[src/rtl/posit_word_encoder.sv]
// posit_word_encoder: packs a signed raw scale, result sign, NaR/zero flags and
// a normalised fraction into an N-bit posit with round-to-nearest-even,
// saturation to maxpos/minpos and two's-complement negation.
//
// state | meaning
// IDLE  | waiting for start; all inputs captured when start is seen
// SPLIT | split scale into regime k and exponent e; range-check k
// PACK  | lay out regime, exponent and fraction; derive guard and sticky
// ROUND | round, saturate, negate; register posit_out and sat_out
// DONE  | result presented (done raised here); ack returns to IDLE
module posit_word_encoder #(
  parameter int N        = 32,
  parameter int ES       = 3,
  parameter int K_BITS   = 6,
  parameter int MAX_BITS = ES + K_BITS,
  parameter int FRAC_W   = 32
) (
  input  logic                clk,
  input  logic                rst_n,
  input  logic                start,
  input  logic [MAX_BITS-1:0] scale_in,
  input  logic [FRAC_W-1:0]   frac_in,
  input  logic                sign_in,
  input  logic                nar_in,
  input  logic                zero_in,
  input  logic                ack,
  output logic [N-1:0]        posit_out,
  output logic                done,
  output logic                sat_out
);

  localparam int TAIL_W = ES + FRAC_W;
  localparam int SW     = N + TAIL_W;
  localparam logic signed [K_BITS-1:0] K_MAX = K_BITS'(N - 2);
  localparam logic signed [K_BITS-1:0] K_MIN = K_BITS'(-(N - 1));
  localparam logic [K_BITS:0] RUN_ONE  = (K_BITS + 1)'(1);
  localparam logic [K_BITS:0] BODY_LEN = (K_BITS + 1)'(N - 1);

  typedef enum logic [2:0] {IDLE, SPLIT, PACK, ROUND, DONE} state_t;

  state_t                     state;
  logic [MAX_BITS-1:0]        scale_r;
  logic [FRAC_W-1:0]          frac_r;
  logic                       sign_r, nar_r, zero_r;
  logic signed [K_BITS-1:0]   k_r;
  logic [ES-1:0]              e_r;
  logic                       over_r, under_r;
  logic [N-2:0]               body_r;
  logic                       guard_r, sticky_r;

  // Upper scale bits are exactly scale >>> ES.
  logic signed [K_BITS-1:0]   k_w;
  assign k_w = scale_r[MAX_BITS-1:ES];

  logic [K_BITS:0]            k_ext, run, shamt;
  logic [N-1:0]               regime;
  logic [SW-1:0]              stream;

  // Build one MSB-first stream: regime run + terminator, then e, then fraction.
  // A run that fills the body pushes its terminator into the guard position.
  always_comb begin
    k_ext = {k_r[K_BITS-1], k_r};
    if (k_r[K_BITS-1]) begin
      run    = -k_ext;
      regime = {1'b1, {(N-1){1'b0}}} >> run;
    end else begin
      run    = k_ext + RUN_ONE;
      regime = ~({N{1'b1}} >> run);
    end
    shamt  = BODY_LEN - run;
    stream = {regime, {TAIL_W{1'b0}}} | ({{N{1'b0}}, e_r, frac_r} << shamt);
  end

  logic [N-1:0] sum, mag, posit_next;
  logic         round_up, sat_next;

  // Round to nearest-even, clamp into [minpos, maxpos], apply sign and specials.
  always_comb begin
    round_up = guard_r & (body_r[0] | sticky_r);
    sum      = {1'b0, body_r} + {{(N-1){1'b0}}, round_up};
    mag      = sum;
    sat_next = 1'b0;
    if (over_r || sum[N-1]) begin
      mag      = {1'b0, {(N-1){1'b1}}};
      sat_next = 1'b1;
    end else if (under_r) begin
      mag      = {{(N-1){1'b0}}, 1'b1};
      sat_next = 1'b1;
    end else if (sum == '0) begin
      mag = {{(N-1){1'b0}}, 1'b1};
    end
    posit_next = sign_r ? -mag : mag;
    if (nar_r) begin
      posit_next = {1'b1, {(N-1){1'b0}}};
      sat_next   = 1'b0;
    end else if (zero_r) begin
      posit_next = '0;
      sat_next   = 1'b0;
    end
  end

  // Handshake FSM; every datapath stage is registered between states.
  always_ff @(posedge clk or negedge rst_n) begin
    if (!rst_n) begin
      state     <= IDLE;
      scale_r   <= '0;
      frac_r    <= '0;
      sign_r    <= 1'b0;
      nar_r     <= 1'b0;
      zero_r    <= 1'b0;
      k_r       <= '0;
      e_r       <= '0;
      over_r    <= 1'b0;
      under_r   <= 1'b0;
      body_r    <= '0;
      guard_r   <= 1'b0;
      sticky_r  <= 1'b0;
      posit_out <= '0;
      done      <= 1'b0;
      sat_out   <= 1'b0;
    end else begin
      case (state)
        IDLE: begin
          if (start) begin
            scale_r <= scale_in;
            frac_r  <= frac_in;
            sign_r  <= sign_in;
            nar_r   <= nar_in;
            zero_r  <= zero_in;
            state   <= SPLIT;
          end
        end
        SPLIT: begin
          k_r     <= k_w;
          e_r     <= scale_r[ES-1:0];
          over_r  <= k_w > K_MAX;
          under_r <= k_w < K_MIN;
          state   <= PACK;
        end
        PACK: begin
          body_r   <= stream[SW-1 -: N-1];
          guard_r  <= stream[SW-N];
          sticky_r <= |stream[SW-N-1:0];
          state    <= ROUND;
        end
        ROUND: begin
          posit_out <= posit_next;
          sat_out   <= sat_next;
          state     <= DONE;
        end
        DONE: begin
          if (!done) begin
            done <= 1'b1;
          end else if (ack) begin
            done  <= 1'b0;
            state <= IDLE;
          end
        end
        default: state <= IDLE;
      endcase
    end
  end

endmodule

[config.mk]
export PLATFORM = sky130hd
export DESIGN_NAME = posit_word_encoder
export DESIGN_NICKNAME = d
export VERILOG_FILES = /design/src/rtl/posit_word_encoder.sv
export SDC_FILE = /design/constraint.sdc
export NUM_CORES = 1
export LEC_CHECK = 0
export BUFFER_PORTS_ARGS = -buffer_cell sky130_fd_sc_hd__buf_4
export CAP_MARGIN = 20
export CORE_MARGIN = 1
export CORE_UTILIZATION = 60
export DETAILED_ROUTE_END_ITERATION = 8
export PLACE_DENSITY = 0.85
export RECOVER_POWER = 100
export SLEW_MARGIN = 15
export SYNTH_ARGS = -nofsm -noshare
export SYNTH_HDL_FRONTEND = slang
export SYNTH_SLANG_ARGS = --single-unit
[constraint.sdc]
create_clock -name clk -period 6.3 [get_ports clk]
set_input_delay 0.63 -clock clk [delete_from_list [all_inputs] [get_ports clk]]
set_output_delay 0.63 -clock clk [all_outputs]
set_load 0.03 [all_outputs]
==> metrics.cfg <==
[synth]
yosysWarnings=0
synth_compound_area_share_pct=20.4
yosys.area_share.simple_pct=21.4
syn_avg_cell_area_um2=8.39
synthCells=1147
yosys.area_share.adder_pct=0.650
synth_edf_count=0
synth-main-ff-cell=dfrtp_1
async_flop_share_pct=100
ys_seq_elements=125
synth_top_family_by_area=simple AND/OR/NAND/NOR gates
synth_xor_area_share_pct=5.72
yosysSeqAreaShare_pct=32.5
synthMuxAreaShare_pct=14.8
synthesis.nets=1200
synthDistinctLibCells=80
netlist_area_um2=9620

[grt]
grt_usage_pct=35.0
grt_pass1_wl_um=45000
antenna_found_initial=0
overflow=0
grt_pass1_vias=8528
grt_max_degree=83

[placed_design]
dp_hpwl_um=20500
gp_congestion=1.02
io_buffers=81

[clock_tree]
cts_root_buffer=clkbuf_16
max-clock-path-buffers=2
clkSinkCount=125
postCtsResizedCells=0
clk_latency_ps=440
tritoncts=yes
cts_buffers=17
post_cts_buffers=0
hold_buffers=0
htree_levels=4
path_clk_slew_ps=60

[setup_path]
critPathMaxStageDelay_ps=780
worst_path_max_delay_cell=or4_1
startpoint_type=flop
crit_type=reg -> reg
cp.arrival_ps=6080
regToRegStartpoint=body_r[0]$_DFFE_PN0P_
end_kind=flop
crit_fanout=13
crit_family=simple AND/OR/NAND/NOR gates
cp-startpoint=body_r[0]$_DFFE_PN0P_
critPathBufInv=2
path_cells=o21a_1 > ha_1 > nand4_1 > buf_4 > or4_1 > nor3_1 > xor2_1 > a211o_1 > o31ai_1 > buf_4 > nor3_1 > ha_1 > o21ai_0 > and2_0 > a211o_1 > nor3_1 > nand3_1 > o41ai_1 > a21oi_1 > a211o_1
worstPathRequired_ps=6620

[finish]
fin_nets=1235
antenna_cells=0
nFillCells=1330
final_layout_size_suffix_gt1_share_pct=14.0
regArea_um2=3130
syn2layout_area_growth_pct=11.6
layout_common_cells=nand2_1, dfrtp_1, nor2_1
final_common_cell=nand2_1
multiInputGateArea_um2=6050

[timing]
clock.fmax_mhz=173
rsz0062_at_grt=false
period_needed_ps=5770
finClkSkew_ps=9.91
timing.final.crit_share_pct=91.5
max_slew_margin_pct=-87.8
max_slew.worst_pin.slew_ps=2810
drv_slew=165
finalHoldViolations=0
setup_viol=0
fin_setup_tns_ps=0

[floorplan]
die_area_um2=16500
rows=45
core_um2=15400
initial_core_util_pct=62.4
die_w_um=129
die_h_um=129
ioPinCount=82

[detailed_routing]
vias=9241
via_per_inst=6.58
drt_iter0_markers=845
final_antenna_net_count=0
dr.pass1.iters=5
drt-total-wl_um=27900
post_drt_wl_per_cell_um=19.9
drc=0

[outcome]
violations=capacitance limit, slew limit
outcome=complete, but fails checks

[min_path]
hold_path_class=in -> reg
min_from=frac_in[6]

[job]
cap_violations=4

logic make-up after synthesis:
group | after synthesis
AOI/OAI and AO/OA | 301
xor gates and xnor gates | 62
buffers and inverters | 107
adders and majority gates | 5
and+or+nand+nor | 417
DFF | 125
muxes | 130
synth_stat cells (5+ instances only):
| cell | n | share of area, % |
|---|---|---|
| a21oi_1 | 80 | 4.2 |
| mux2i_1 | 77 | 8.0 |
| nand3_1 | 27 | 1.4 |
| nor4_1 | 22 | 1.4 |
| nand2b_1 | 6 | 0.39 |
| clkbuf_1 | 57 | 2.2 |
| a221oi_1 | 19 | 1.7 |
| xor2_1 | 19 | 1.7 |
| mux2_2 | 48 | 5.6 |
| buf_2 | 18 | 0.94 |
| nand2_1 | 136 | 5.3 |
| o211ai_1 | 8 | 0.62 |
| nor2_1 | 96 | 3.7 |
| buf_1 | 7 | 0.27 |
| ha_1 | 5 | 0.65 |
| and3_1 | 11 | 0.72 |
| a21boi_0 | 6 | 0.47 |
| o22ai_1 | 5 | 0.33 |
| nand4_1 | 26 | 1.7 |
| nor3_1 | 30 | 1.6 |
| o21ai_0 | 89 | 4.6 |
| a22oi_1 | 6 | 0.47 |
| dfrtp_1 | 125 | 33 |
| or3_1 | 12 | 0.78 |
| or2_2 | 10 | 0.65 |
| o21a_1 | 9 | 0.70 |
| inv_1 | 21 | 0.82 |
| mux4_2 | 5 | 1.2 |
| and2_1 | 13 | 0.85 |
| o31ai_1 | 8 | 0.62 |
| xnor2_1 | 42 | 3.8 |
| a31oi_1 | 14 | 0.91 |
| a22o_1 | 6 | 0.55 |
final cells by class:
cell class	count	area share [%]
Multi-Input combinational cell	915	56.4
Sequential cell	125	29.1
Timing Repair Buffer	100	5.57
Clock buffer	21	4.38
Tap cell	211	2.46
Clock inverter	10	1.27
Inverter	23	0.804
flip-flops by register name, summed over array words and instances, names as in the netlist:
| name | flops |
|---|---|
| scale_r | 9 |
| done | 1 |
| under_r | 1 |
| e_r | 3 |
| sat_out | 1 |
| sticky_r | 1 |
| state | 3 |
| body_r | 31 |
| k_r | 6 |
| sign_r | 1 |
| over_r | 1 |
| nar_r | 1 |
| guard_r | 1 |
| posit_out | 32 |
| frac_r | 32 |
| zero_r | 1 |
per-layer routing:
layer / up-vias / track usage (%) / wire, µm
met1: 4362 / 43.8 / 11500
met3: 112 / 5.07 / 1620
met5: - / 0 / 0
li1: 4305 / - / -
met4: 0 / 19.4 / 1450
met2: 462 / 58.3 / 13400
stage by stage:
stage / instance area (µm²) / hold slack [ps] / utilization [%] / setup WS [ps] / std cells
after floorplan: 9620 / 334 / - / 1610 / 1147
after global placement: 10300 / 463 / 66.8 / 968 / 1372
after detailed placement: 10300 / 471 / 66.8 / 731 / 1372
after CTS: 10900 / 396 / 70.8 / 731 / 1403
after global routing: 10700 / 396 / 69.6 / 163 / 1405
final: 10700 / 400 / 69.6 / 533 / 1405
path summary, 6_finish.rpt:
| kind | cells after the start | endpoint | slack, ps |
|---|---|---|---|
| max | 20 | posit_out[28]$_DFFE_PN0N_ | 530 |
| min | 3 | frac_r[6]$_DFFE_PN0P_ | 400 |
| max reg2reg | 20 | posit_out[28]$_DFFE_PN0N_ | 530 |
| min reg2reg | 2 | posit_out[2]$_DFFE_PN0N_ | 470 |
| max in group asynchronous | 3 | frac_r[6]$_DFFE_PN0P_ | 1940 |
| min in group asynchronous | 1 | posit_out[15]$_DFFE_PN0N_ | 660 |
worst reg2reg max path, stage by stage (launching register included):
cell and delay, ps:
dfrtp_1 380, o21a_1 140, ha_1 230, nand4_1 120, buf_4 200, or4_1 780
nor3_1 420, xor2_1 300, a211o_1 200, o31ai_1 80, buf_4 180, nor3_1 190
ha_1 220, o21ai_0 140, and2_0 220, a211o_1 250, nor3_1 270, nand3_1 280
o41ai_1 640, a21oi_1 130, a211o_1 280
Power is not shown: default switching activity piles up to over one toggle a cycle in this logic, so the estimate is an artifact.
